## src/rtl/alu_arb_pkg.sv

```systemverilog
// Shared types for the two-requester ALU issue arbiter.
// No logic here; widths default the top-level XLEN/TAG_W parameters.
// No flow control of its own.
package alu_arb_pkg;

    localparam int REQ_N     = 2;
    localparam int ARB_XLEN  = 32;
    localparam int ARB_TAG_W = 3;

    typedef enum logic [1:0] {
        FREE  = 2'd0,
        LOCK0 = 2'd1,
        LOCK1 = 2'd2
    } lock_state_e;

    typedef struct packed {
        logic [3:0]           funct;
        logic [1:0]           aluop;
        logic [ARB_XLEN-1:0]  a;
        logic [ARB_XLEN-1:0]  b;
        logic [ARB_TAG_W-1:0] tag;
    } alu_req_t;

endpackage

```

## src/rtl/rr_arb2.sv

```systemverilog
// Two-way round-robin grant, restricted to the lock owner while locked.
// Latency: purely combinational, zero cycles.
// Backpressure: none here; the caller qualifies grant with its advance signal.
module rr_arb2
    import alu_arb_pkg::*;
(
    input  logic [REQ_N-1:0] valid,
    input  logic             last_grant,
    input  lock_state_e      lock_st,
    output logic [REQ_N-1:0] grant
);

    always_comb begin
        grant = '0;
        case (lock_st)
            LOCK0:   grant[0] = valid[0];
            LOCK1:   grant[1] = valid[1];
            default: begin
                if (valid[0] && valid[1]) begin
                    // the requester not served last time wins contention
                    if (last_grant) grant[0] = 1'b1;
                    else            grant[1] = 1'b1;
                end else begin
                    grant = valid;
                end
            end
        endcase
    end

endmodule

```

## src/rtl/alu_issue_arbiter.sv

```systemverilog
// Shares one ALU between two request streams with RR + lock; ALU_ARB_PERF_EN adds perf counters.
// Latency: accept at edge N -> resp_valid after edge N+1, 1 op/cycle when resp_ready is held.
// Backpressure: a stalled result register freezes both stages and drops both req readys.
module alu_issue_arbiter
    import alu_arb_pkg::*;
#(
    parameter int XLEN     = ARB_XLEN,
    parameter int TAG_W    = ARB_TAG_W,
    parameter int LOCK_MAX = 8
) (
    input  logic             clk,
    input  logic             rst,
    input  logic             req0_valid,
    output logic             req0_ready,
    input  logic             req0_lock,
    input  logic [3:0]       req0_funct,
    input  logic [1:0]       req0_aluop,
    input  logic [XLEN-1:0]  req0_a,
    input  logic [XLEN-1:0]  req0_b,
    input  logic [TAG_W-1:0] req0_tag,
    input  logic             req1_valid,
    output logic             req1_ready,
    input  logic             req1_lock,
    input  logic [3:0]       req1_funct,
    input  logic [1:0]       req1_aluop,
    input  logic [XLEN-1:0]  req1_a,
    input  logic [XLEN-1:0]  req1_b,
    input  logic [TAG_W-1:0] req1_tag,
    output logic [3:0]       alu_funct,
    output logic [1:0]       alu_aluop,
    output logic [XLEN-1:0]  alu_a,
    output logic [XLEN-1:0]  alu_b,
    input  logic [XLEN-1:0]  alu_result,
    output logic             resp_valid,
    input  logic             resp_ready,
    output logic             resp_id,
    output logic [TAG_W-1:0] resp_tag,
    output logic [XLEN-1:0]  resp_data
`ifdef ALU_ARB_PERF_EN
    ,
    output logic [31:0]      perf_grant0,
    output logic [31:0]      perf_grant1,
    output logic [31:0]      perf_stall
`endif
);

    localparam int CNT_W = $clog2(LOCK_MAX + 1);

    lock_state_e      lock_st, lock_nxt;
    logic [CNT_W-1:0] lock_cnt, lock_cnt_nxt;
    logic             last_grant, last_grant_nxt;

    logic             issue_v;
    logic             issue_id;
    logic [TAG_W-1:0] issue_tag;

    logic             adv;
    logic [REQ_N-1:0] req_valid;
    logic [REQ_N-1:0] grant;
    alu_req_t         req [REQ_N];
    alu_req_t         req_sel;
    logic             acc0, acc1, acc, acc_id, acc_lock;

    assign req[0] = '{funct: req0_funct, aluop: req0_aluop, a: req0_a, b: req0_b, tag: req0_tag};
    assign req[1] = '{funct: req1_funct, aluop: req1_aluop, a: req1_a, b: req1_b, tag: req1_tag};
    assign req_valid = {req1_valid, req0_valid};

    assign adv = !resp_valid || resp_ready;

    rr_arb2 u_rr_arb2 (
        .valid      (req_valid),
        .last_grant (last_grant),
        .lock_st    (lock_st),
        .grant      (grant)
    );

    assign req0_ready = !rst && adv && grant[0];
    assign req1_ready = !rst && adv && grant[1];
    assign acc0       = req0_valid && req0_ready;
    assign acc1       = req1_valid && req1_ready;
    assign acc        = acc0 || acc1;
    assign acc_id     = acc1;
    assign acc_lock   = acc1 ? req1_lock : req0_lock;
    assign req_sel    = acc1 ? req[1] : req[0];

    always_comb begin
        lock_nxt       = lock_st;
        lock_cnt_nxt   = lock_cnt;
        last_grant_nxt = last_grant;
        if (acc) begin
            last_grant_nxt = acc_id;
            if (!acc_lock || (int'(lock_cnt) + 1 >= LOCK_MAX)) begin
                // an exhausted lock releases with last_grant on the owner, so the other side wins next
                lock_nxt     = FREE;
                lock_cnt_nxt = '0;
            end else begin
                lock_nxt     = acc_id ? LOCK1 : LOCK0;
                lock_cnt_nxt = lock_cnt + CNT_W'(1);
            end
        end
    end

    always_ff @(posedge clk) begin
        if (rst) begin
            lock_st    <= FREE;
            lock_cnt   <= '0;
            last_grant <= 1'b1;
        end else begin
            lock_st    <= lock_nxt;
            lock_cnt   <= lock_cnt_nxt;
            last_grant <= last_grant_nxt;
        end
    end

    always_ff @(posedge clk) begin
        if (rst) begin
            issue_v    <= 1'b0;
            issue_id   <= 1'b0;
            issue_tag  <= '0;
            alu_funct  <= '0;
            alu_aluop  <= '0;
            alu_a      <= '0;
            alu_b      <= '0;
            resp_valid <= 1'b0;
            resp_id    <= 1'b0;
            resp_tag   <= '0;
            resp_data  <= '0;
        end else if (adv) begin
            resp_valid <= issue_v;
            resp_id    <= issue_id;
            resp_tag   <= issue_tag;
            resp_data  <= alu_result;
            issue_v    <= acc;
            if (acc) begin
                issue_id  <= acc_id;
                issue_tag <= req_sel.tag;
                alu_funct <= req_sel.funct;
                alu_aluop <= req_sel.aluop;
                alu_a     <= req_sel.a;
                alu_b     <= req_sel.b;
            end
        end
    end

`ifdef ALU_ARB_PERF_EN
    always_ff @(posedge clk) begin
        if (rst) begin
            perf_grant0 <= '0;
            perf_grant1 <= '0;
            perf_stall  <= '0;
        end else begin
            if (acc0)                      perf_grant0 <= perf_grant0 + 32'd1;
            if (acc1)                      perf_grant1 <= perf_grant1 + 32'd1;
            if (resp_valid && !resp_ready) perf_stall  <= perf_stall + 32'd1;
        end
    end
`endif

endmodule
```

## config.mk

```make
export PLATFORM = sky130hd
export DESIGN_NAME = alu_issue_arbiter
export DESIGN_NICKNAME = d
export VERILOG_FILES = /design/src/rtl/alu_arb_pkg.sv /design/src/rtl/rr_arb2.sv /design/src/rtl/alu_issue_arbiter.sv
export SDC_FILE = /design/constraint.sdc
export NUM_CORES = 1
export LEC_CHECK = 0
export BUFFER_PORTS_ARGS = -buffer_cell sky130_fd_sc_hd__buf_2
export CAP_MARGIN = 40
export CORE_ASPECT_RATIO = 1.4
export CORE_UTILIZATION = 35
export CTS_CLUSTER_SIZE = 40
export DETAILED_ROUTE_END_ITERATION = 7
export GPL_TIMING_DRIVEN = 0
export PLACE_DENSITY_LB_ADDON = 0.1
export SKIP_CTS_REPAIR_TIMING = 1
export SLEW_MARGIN = 20
export SYNTH_ARGS = -nofsm -noshare
export SYNTH_HDL_FRONTEND = slang
export SYNTH_SLANG_ARGS = --single-unit
```

## constraint.sdc

```tcl
create_clock -name clk -period 2.7 [get_ports clk]
set_input_delay 0.135 -clock clk [delete_from_list [all_inputs] [get_ports clk]]
set_output_delay 0.135 -clock clk [all_outputs]
set_load 0.02 [all_outputs]
```

; Yosys cells after proc, flatten, opt, wreduce, memory -nomap -nowiden
; Cells that the tools add are included.
[totals]
reg_bits = 119
in_bits = 185
[op_classes]
n_addsub = 2
order_cmp = 1
eq_ne = 2
n_mux = 10
reduce_logical = 13
[ops]
columns = operator, n
row1 = two-way mux 73 bit, 1
row2 = logical AND 1 bit, 6
row3 = two-way mux 2 bit, 3
row4 = "adder 4 x 1 -> 5 bit, second input constant", 1
row5 = "greater-or-equal comparator 5 x 4 -> 1 bit, second input constant", 1
row6 = "adder 4 x 1 -> 4 bit, second input constant", 1
row7 = two-way mux 4 bit, 1
row8 = one-hot mux 1 bit (2 select lines), 2
row9 = logical NOT 1 bit, 3
row10 = logical OR 1 bit, 3
row11 = two-way mux 1 bit, 3
row12 = "== test 2 x 1 -> 1 bit, second input constant", 1
row13 = "== test 2 bit, second input constant", 1
row14 = AND reduction 2 bit, 1

; Logic depth before layout (Yosys ltp)
; Gate-level depths: netlist of run 1.
[logic_depth]
word_depth = 9
ltp_mapped = 10

; By module
; Synthesis of run 1 repeated with hierarchy kept, for this count alone.
[hier_totals]
cells_unflattened = 538
area_unflattened_um2 = 5008.6
[modules_own_cells]
columns = module, instances, cells_per_inst, area_per_inst_um2, seq_area_each_um2
row1 = alu_issue_arbiter, 1, 529, 4949.7, 2382.3
row2 = rr_arb2, 1, 9, 58.8, 0.0

; Least setup slack after synthesis of run 1
; OpenSTA, ideal clock, no wires.
[synth_path]
kind = flip-flop to flip-flop
from = register lock_st[0]
to = register alu_b[10]
t_arrival_ns = 1.738
t_required_ns = 2.555
setup_slack_ns = 0.817
path_stages_with_launch = 10
path_buffers = 3
period_less_slack_ns = 1.883
path_cell_list = dfxtp_1 > inv_1 > ha_1 > and3b_1 > nor4_2 > buf_4 > buf_12 > buf_8 > mux2i_1 > a211oi_2
[synth_via]
elab_chain_len = 6
[synth_lines]
columns = item, line
row1 = "start, declared", alu_issue_arbiter.sv:49  ; lock_state_e lock_st, lock_nxt;
row2 = "start signal, assigned", alu_issue_arbiter.sv:109  ; lock_st <= lock_nxt;
row3 = == test 2 bit or == test 2 x 1 -> 1 bit (tied branches), rr_arb2.sv:15  ; case (lock_st)
row4 = one-hot mux 1 bit (2 select lines) *, rr_arb2.sv:15
row5 = logical AND 1 bit *, alu_issue_arbiter.sv:77  ; assign req0_ready = !rst && adv && grant[0];
row6 = named net req0_ready, alu_issue_arbiter.sv:14  ; output logic req0_ready,
row7 = logical AND 1 bit *, alu_issue_arbiter.sv:79  ; assign acc0 = req0_valid && req0_ready;
row8 = logical OR 1 bit *, alu_issue_arbiter.sv:81  ; assign acc = acc0 || acc1;
row9 = AND reduction 2 bit (no source line) *, -
row10 = "end signal, assigned", alu_issue_arbiter.sv:140  ; alu_b <= req_sel.b;
row11 = "end, declared", alu_issue_arbiter.sv:32  ; output logic [XLEN-1:0] alu_b,
; The timed path passes the listed nets; every way through them passes the cells marked *.
; A chain may end at the register's enable or synchronous reset.

; Final worst setup path of run 1
[layout_path]
from = register lock_st[0]
to = output req0_ready
[layout_via]
elab_chain_len = 3
[layout_lines]
columns = item, line
row1 = == test 2 bit or == test 2 x 1 -> 1 bit (tied branches), rr_arb2.sv:15
row2 = one-hot mux 1 bit (2 select lines) *, rr_arb2.sv:15
row3 = logical AND 1 bit *, alu_issue_arbiter.sv:77
row4 = "end, declared", alu_issue_arbiter.sv:14
; Mark *: on every way between the ends. The rest lies on a longest branch, timed or not.

==> impl_metrics.env, run 1 <==
export IMPL_outcome="finished, violations left"
export IMPL_violations="hold timing"
export IMPL_grt_total_usage_pct=20.5
export IMPL_htree_levels=4
export IMPL_synth_edff_count=0
export IMPL_yosysTopAreaCellShare_pct=46.9
export IMPL_cts_tree="built"
export IMPL_viasPerCell=4.81
export IMPL_syn_inst=544
export IMPL_dr_total_vias=5210
export IMPL_ys_flop_type="dfxtp_1"
export IMPL_portBuffers=293
export IMPL_highest_signal_layer="met4"
export IMPL_grt_ovfl_total=0
export IMPL_clk_pin_slew_ps=50
export IMPL_ys_seq_area_share_pct=46.9
export IMPL_slew_headroom_pct=51.8
export IMPL_num_rows=51
export IMPL_drt_met1_wl_um=6280
export IMPL_r2r_slack_ps=500
export IMPL_final_setup_viol_count=0
export IMPL_path_class="flip-flop to output port"
export IMPL_finalWirelength_um=16200
export IMPL_cts_buffer_depth=2
export IMPL_critPathRequiredTime_ps=2570
export IMPL_startpoint="lock_st[0]"
export IMPL_fin_crit_ps=2380
export IMPL_ys_async_sr_fraction_pct=0
export IMPL_grt_max_degree=17
export IMPL_grt_pass1_vias=4951
export IMPL_drv_cap=0
export IMPL_drc=0
export IMPL_die_h_um=145
export IMPL_drt_pre_antenna_iters=4
export IMPL_maxSlewViolCount=0
export IMPL_drtIter0Drc=137
export IMPL_die_w_um=104
export IMPL_finalClockSkew_ps=6.31
export IMPL_grt_antenna_before_repair=0
export IMPL_synth_commonest_cells="119 x dfxtp_1, 81 x nor2_1, 77 x nand2_1"
export IMPL_crit_path_start_kind="flip-flop"
export IMPL_max_clock_freq_mhz=421
export IMPL_wl_met3_um=1160
export IMPL_ys_warn_count=0
export IMPL_syn_area_mm2=0.00508
export IMPL_crit_fanout=10
export IMPL_hold_class="input port to flip-flop"
export IMPL_gp_congestion=0.772
export IMPL_initial_utilization_pct=36.2
export IMPL_rsz0062_at_grt="no"
export IMPL_dieArea_mm2=0.0150
export IMPL_yosys_area_top_type="dfxtp_1"
export IMPL_max_slew_worst_pin_slew_ps=723
export IMPL_cts_made_buffers=17
export IMPL_synth_most_common_cell="dfxtp_1"
export IMPL_clock_sinks=119
export IMPL_ant_nets=0
export IMPL_syn2layout_area_growth_pct=51.1
export IMPL_drive_gt1_share_pct=40.7
export IMPL_synth_area_leaders="dfxtp_1 47%, mux2i_1 15%, a211oi_1 7.4%"
export IMPL_rr_startpoint="lock_st[0]"
export IMPL_cp_endpoint="req0_ready"
export IMPL_antennaDiodeCount=0
export IMPL_leakage_nw=3.59
export IMPL_synth_seq_cells=119
export IMPL_worstSetupEndpointType="output port"
export IMPL_met2_length_um=8350
export IMPL_grt_pass1_wl_um=24300
export IMPL_synth_cell_types=35
export IMPL_holdWs_ps=-11.2
export IMPL_syn_area_per_cell_um2=9.34
export IMPL_syn_nets=733
export IMPL_hold_violations=2
export IMPL_cts_root_buf="clkbuf_16"
export IMPL_period_share_pct=88.1
export IMPL_clk_latency_ps=410
export IMPL_finalSetupTns_ps=0
export IMPL_arrival_ps=2240
export IMPL_powerDensity_mw_per_mm2=689
export IMPL_reg2reg_to="alu_a[19]"
export IMPL_ir_drop_mv=0.373
export IMPL_finalNetCount=1075
export IMPL_io_pins=294
export IMPL_wl_per_cell_um=14.9
export IMPL_post_dp_hpwl_um=12100
export IMPL_reg2reg_depth=8
export IMPL_coreArea_mm2=0.0140
==> worst min-delay path by stage <==
stage          depth (start not counted)       endpoint      startpoint
3_5_place_dp                           3  resp_data[11]  alu_result[11]
2_1_floorplan                          2   resp_data[0]   alu_result[0]
3_3_place_gp                           3   resp_data[0]   alu_result[0]
5_1_grt                                3  resp_data[23]  alu_result[23]
4_1_cts                                3  resp_data[17]  alu_result[17]
6_report                               3   resp_data[4]   alu_result[4]
==> logic make-up after synthesis <==
group	share of synthesized area (%)
buffers and inverters	5.27
and+or+nand+nor	13.8
DFF	46.9
adders and majority gates	0.985
AOI/OAI and AO/OA	18.1
xor gates and xnor gates	0.172
muxes	14.8
==> per-stage QoR <==
stage | cell area, um^2 | std cells | total power [W] | setup WS (ps) | util [%]
after floorplan | 5080 | 544 | 0.00262 | 817 | -
after global placement | 6780 | 1022 | 0.00299 | 558 | 48.3
after detailed placement | 6780 | 1022 | 0.00301 | 445 | 48.3
after CTS | 7380 | 1054 | 0.00531 | 290 | 52.5
after global routing | 7680 | 1084 | 0.00552 | 132 | 54.7
final | 7680 | 1084 | 0.00529 | 322 | 54.7
==> where the power goes <==
group / internal [W] / switching [W] / total (W)
clock network: 0.00147 / 0.000816 / 0.00229
logic: 0.000437 / 0.000569 / 0.00101
registers: 0.00192 / 0.0000815 / 0.00200
total: 0.00383 / 0.00147 / 0.00529
==> layout make-up <==
class / count / area [um^2]
fillers: 1366 / 6360
multi-input cells: 374 / 2430
flip-flops and latches: 119 / 2380
repair buffers: 323 / 1770
clock buffers: 20 / 447
plain buffers: 47 / 253
well taps: 185 / 231
clock inverters: 12 / 151
inverters: 4 / 15.0
==> state kept, by name (all words and copies together) (netlist names) <==
signal,cells
issue_tag,3
resp_valid,1
issue_id,1
lock_cnt,4
resp_data,32
lock_st,2
issue_v,1
alu_a,32
last_grant,1
alu_funct,4
alu_b,32
resp_tag,3
resp_id,1
alu_aluop,2
==> worst max-delay path, cell delays in order, from the launching register on <==
cell     delay [ps]
dfxtp_1         340
inv_1            60
ha_1            330
and3b_1         200
nor4_2          160
buf_4           240
buf_12          170
buf_8           150
buf_2           180
==> cell usage in the layout (no fill, tap or decap), drive strengths merged <==
cell type,instances
inv,5
nor2,81
mux2,1
clkbuf,48
dfxtp,119
nand4b,1
nand2,77
o32ai,1
nand2b,6
clkinvlp,2
nor4,1
mux2i,74
xnor2,1
clkinv,6
nor3,2
o21ai,2
a211oi,73
nor3b,1
nand4,1
a31oi,2
and3b,1
a32oi,1
and2,1
nand3,1
o31ai,1
a21oi,39
dlygate4sd3,30
ha,4
a2111o,1
nor2b,1
bufinv,3
buf,312
==> metal layers <==
metal | vias up | global-route usage, %
met3 | 33 | 5.54
met2 | 215 | 37.5
li1 | 2583 | -
met5 | - | 0
met4 | 0 | 8.95
met1 | 2379 | 22.0
No activity file was read; power rests on OpenSTA's default activity.
==> run 2: changes to the inputs <==
CORE_AREA = 2 2 114 116   (was unset)
CORE_ASPECT_RATIO = unset   (was 1.4)
CORE_UTILIZATION = unset   (was 35)
DIE_AREA = 0 0 116 118   (was unset)
==> run 2 against run 1 <==
  * The flow now finishes without violations
  * Register-to-register slack lost 20 ps
  * First-iteration DRC count grew 49%
  * Setup slack gained 33 ps
==> impl_metrics.env, run 2 (synthesis gave the netlist of run 1 again) <==
export IMPL_finalNonFillerCells=1077
export IMPL_dr_total_vias=5207
export IMPL_die_w_um=116
export IMPL_reg2reg_depth=8
export IMPL_drt_pre_antenna_iters=4
export IMPL_finalClockSkew_ps=11.8
export IMPL_slowest_delay_ps=330
export IMPL_powerDensity_mw_per_mm2=694
export IMPL_max_slew_worst_pin_slew_ps=722
export IMPL_die_h_um=118
export IMPL_coreArea_mm2=0.0124
export IMPL_dieArea_mm2=0.0137
export IMPL_drive_gt1_share_pct=40.2
export IMPL_gp_congestion=0.837
export IMPL_ir_drop_mv=0.364
export IMPL_path_cells="inv_1 > ha_1 > and3b_1 > nor4_2 > buf_4 > buf_12 > buf_8 > buf_2"
export IMPL_critical_path_slowest_cell="dfxtp_1"
export IMPL_clock_sinks=119
export IMPL_crit_fanout=10
export IMPL_viasPerCell=4.83
export IMPL_drtIter0Drc=204
export IMPL_rr_startpoint="lock_st[0]"
export IMPL_crit_path_start_kind="flip-flop"
export IMPL_maxSlewViolCount=0
export IMPL_cts_tree="built"
export IMPL_drc=0
export IMPL_num_rows=41
export IMPL_finalNetCount=1081
export IMPL_cts_made_buffers=17
export IMPL_period_share_pct=86.8
export IMPL_cp_endpoint="req0_ready"
export IMPL_portBuffers=293
export IMPL_seqCellArea_mm2=0.00238
export IMPL_drv_cap=0
export IMPL_htree_levels=4
export IMPL_syn2layout_area_growth_pct=52.3
export IMPL_grt_ovfl_total=0
export IMPL_reg2reg_to="alu_b[30]"
export IMPL_grt_total_usage_pct=23.0
export IMPL_worstSetupEndpointType="output port"
export IMPL_critPathRequiredTime_ps=2570
export IMPL_post_dp_hpwl_um=12000
export IMPL_grt_pass1_vias=4985
export IMPL_fin_crit_ps=2340
export IMPL_grt_antenna_before_repair=1
export IMPL_multiInputGateArea_mm2=0.00243
export IMPL_hold_violations=0
export IMPL_place_inst=1009
export IMPL_cts_root_buf="clkbuf_16"
export IMPL_clk_latency_ps=420
export IMPL_final_setup_viol_count=0
export IMPL_antennaDiodeCount=0
export IMPL_reg_top3="alu_a: 32 flops, alu_b: 32 flops, resp_data: 32 flops"
export IMPL_p_total_w=0.00537
export IMPL_finalWirelength_um=16300
export IMPL_grt_max_degree=17
export IMPL_path_class="flip-flop to output port"
export IMPL_io_pins=294
export IMPL_r2r_slack_ps=480
export IMPL_arrival_ps=2210
export IMPL_final_common_cell="buf_2"
export IMPL_clk_pin_slew_ps=50
export IMPL_max_clock_freq_mhz=427
export IMPL_leakage_nw=3.63
export IMPL_hold_class="input port to flip-flop"
export IMPL_cts_buffer_depth=2
export IMPL_grt_pass1_wl_um=24700
export IMPL_outcome="completed"
export IMPL_initial_utilization_pct=40.9
export IMPL_rsz0062_at_grt="no"
export IMPL_finalSetupTns_ps=0
export IMPL_slew_headroom_pct=51.9
export IMPL_ant_nets=0
export IMPL_layout_common_cells="300 x buf_2, 119 x dfxtp_1, 81 x nor2_1, 77 x nand2_1, 74 x mux2i_1"
export IMPL_startpoint="lock_st[0]"
export IMPL_fill_cells=1099
export IMPL_wl_per_cell_um=15.1
## run 2: worst min path at each step
stage              startpoint             to  cells after the start
5_1_grt            req1_a[25]      alu_a[25]                      3
3_5_place_dp   alu_result[17]  resp_data[17]                      3
3_3_place_gp   alu_result[30]  resp_data[30]                      3
4_1_cts        alu_result[17]  resp_data[17]                      3
6_report           req1_a[30]      alu_a[30]                      3
2_1_floorplan   alu_result[0]   resp_data[0]                      2
## run 2: stage by stage
stage               utilization, %  area [um^2]  hold WS [ps]  worst slack, ps
CTS                           59.4         7380         -51.6              320
detailed placement            54.5         6760           384              480
global placement              54.5         6760           382              604
global route                  62.3         7740          3.42              211
floorplan                        -         5080           275              817
finish                        62.3         7740          4.88              355
## run 2: per-layer routing
layer  wire length, um  share of wire, %  vias to the layer above  track usage (%)
met5                 0                 0                        -                0
met4               226               1.4                        0             8.18
met3              1320               8.1                       18             9.42
met2              8340                51                      196             39.1
met1              6390                39                     2395             25.5
li1                  -                 -                     2598                -
## run 2: final cells by class
class / instances / area share (%)
multi-input cells: 374 / 31.4
flip-flops and latches: 119 / 30.8
repair buffers: 329 / 23.6
clock buffers: 23 / 6.05
plain buffers: 47 / 3.27
well taps: 172 / 2.78
clock inverters: 9 / 1.91
inverters: 4 / 0.194
## run 2: worst max-delay path: cells and delay by family, from the launching register on
| family | cells | cell delay, ps |
|---|---|---|
| buffers and inverters | 5 | 780 |
| and+or+nand+nor | 2 | 340 |
| DFF | 1 | 330 |
| adders and majority gates | 1 | 330 |
## run 2: where the power goes
group | internal, W | switching, W
logic | 0.000443 | 0.000572
clock network | 0.00159 | 0.000768
registers | 0.00192 | 0.0000811
total | 0.00395 | 0.00142
==> run 3: changes to the inputs <==
--- a/config.mk
+++ b/config.mk
@@ -13,5 +13,5 @@
 export DIE_AREA = 0 0 116 118
 export GPL_TIMING_DRIVEN = 0
-export PLACE_DENSITY_LB_ADDON = 0.1
+export PLACE_DENSITY = 0.85
 export SKIP_CTS_REPAIR_TIMING = 1
 export SLEW_MARGIN = 20
==> constraint.sdc (replaced) <==
create_clock -name clk -period 2.7 [get_ports clk]
set_input_delay 0.135 -clock clk [delete_from_list [all_inputs] [get_ports clk]]
set_output_delay 0.135 -clock clk [all_outputs]
set_load 0.1 [all_outputs]
==> run 3 against run 2 <==
  * Total power rose by 17%
  * Cell area about the same
  * Worst hold slack improved by 3.4 ps
  * Clock skew decreased by 7.3 ps
  * Cell count unchanged
  * Combinational power is 86% higher
  * Sequential share of layout area is essentially flat
  * Global-route usage decreased by 0.41 points
  * Fmax fell by 7.9%
  * Sequential power barely moved
  * Setup slack got worse by 200 ps
  * Register-to-register slack is essentially flat
  * Critical path type unchanged
==> impl_metrics.env, run 3 (synthesis gave the netlist of run 1 again) <==
export IMPL_fin_crit_ps=2550
export IMPL_min_from="req1_funct[2]"
export IMPL_startpoint="lock_st[0]"
export IMPL_rsz0062_at_grt="no"
export IMPL_leakage_nw=3.62
export IMPL_reg2reg_depth=8
export IMPL_post_dp_hpwl_um=11900
export IMPL_cts_tree="built"
export IMPL_die_w_um=116
export IMPL_postPlaceCellArea_mm2=0.00677
export IMPL_r2r_slack_ps=480
export IMPL_layout_common_cells="299 x buf_2, 119 x dfxtp_1, 81 x nor2_1, 77 x nand2_1, 74 x mux2i_1"
export IMPL_max_clock_freq_mhz=393
export IMPL_period_share_pct=94.3
export IMPL_fin_util_pct=62.3
export IMPL_finalNetCount=1079
export IMPL_grt_max_degree=17
export IMPL_grt_antenna_before_repair=1
export IMPL_initial_utilization_pct=40.9
export IMPL_worstSetupEndpointType="output port"
export IMPL_clk_pin_slew_ps=60
export IMPL_drc=0
export IMPL_gp_congestion=0.832
export IMPL_critPathRequiredTime_ps=2570
export IMPL_drt_pre_antenna_iters=4
export IMPL_ir_drop_mv=0.514
export IMPL_final_common_cell="buf_2"
export IMPL_grt_total_usage_pct=22.6
export IMPL_syn2layout_area_growth_pct=52.2
export IMPL_dieArea_mm2=0.0137
export IMPL_grt_ovfl_total=0
export IMPL_outcome="completed"
export IMPL_finalSetupTns_ps=0
export IMPL_drv_cap=0
export IMPL_cts_root_buf="clkbuf_16"
export IMPL_cts_made_buffers=17
export IMPL_drive_gt1_share_pct=40.8
export IMPL_num_rows=41
export IMPL_hold_violations=0
export IMPL_reg_top3="alu_a: 32 flops, alu_b: 32 flops, resp_data: 32 flops"
export IMPL_ant_nets=0
export IMPL_hold_class="input port to flip-flop"
export IMPL_finalClockSkew_ps=4.46
export IMPL_rr_startpoint="lock_st[0]"
export IMPL_portBuffers=293
export IMPL_maxSlewViolCount=0
export IMPL_path_class="flip-flop to output port"
export IMPL_powerDensity_mw_per_mm2=812
export IMPL_arrival_ps=2410
export IMPL_crit_fanout=10
export IMPL_drtIter0Drc=252
export IMPL_finalWirelength_um=16800
export IMPL_final_setup_viol_count=0
export IMPL_dr_total_vias=5335
export IMPL_clk_latency_ps=410
export IMPL_max_slew_worst_pin_slew_ps=759
export IMPL_viasPerCell=4.95
export IMPL_crit_path_start_kind="flip-flop"
export IMPL_min_delay_path_depth=3
export IMPL_slew_headroom_pct=49.4
export IMPL_cts_buffer_depth=2
export IMPL_coreArea_mm2=0.0124
export IMPL_clock_sinks=119
export IMPL_htree_levels=4
export IMPL_fin_area_mm2=0.00773
export IMPL_die_h_um=118
export IMPL_io_pins=294
export IMPL_wl_per_cell_um=15.6
export IMPL_grt_pass1_vias=5003
export IMPL_grt_pass1_wl_um=24000
[run 3: routing by layer]
metal	GRT usage (%)	wire length, um	vias up
li1	-	-	2597
met1	25.2	6700	2457
met2	39.5	8420	248
met3	6.64	1360	33
met4	9.30	362	0
met5	0	0	-
[run 3: through the flow]
stage	setup WS (ps)	hold WS, ps	total power, W	instances
finish	153	8.26	0.00628	1077
detailed placement	434	384	0.00389	1010
global placement	438	383	0.00387	1009
floorplan	407	275	0.00350	544
CTS	6.80	-55.8	0.00627	1042
global route	19.0	3.64	0.00650	1076
[run 3: where the power goes]
part	total [W]	internal, W	switching (W)
combinational	0.00190	0.000440	0.00146
clock	0.00238	0.00156	0.000820
sequential	0.00200	0.00192	0.0000820
total	0.00628	0.00392	0.00236
[run 3: layout make-up]
cell class	instances	area, um^2
clock inverters	13	179
diodes	2	5.00
repair buffers	327	1810
multi-input cells	374	2430
plain buffers	47	253
flip-flops and latches	119	2380
well taps	172	215
clock buffers	19	443
inverters	4	15.0
fillers	1033	4680
[run 3: worst paths after layout]
check | end
max | req0_ready
min | alu_funct[2]
max reg2reg | alu_a[0]
min reg2reg | resp_data[19]
[run 3: critical path: stages (launching register included)]
cell and delay [ps]:
dfxtp_1 330, inv_1 60, ha_1 340, and3b_1 200, nor4_2 150, buf_4 230, buf_12 170, buf_8 170
clkbuf_4 350
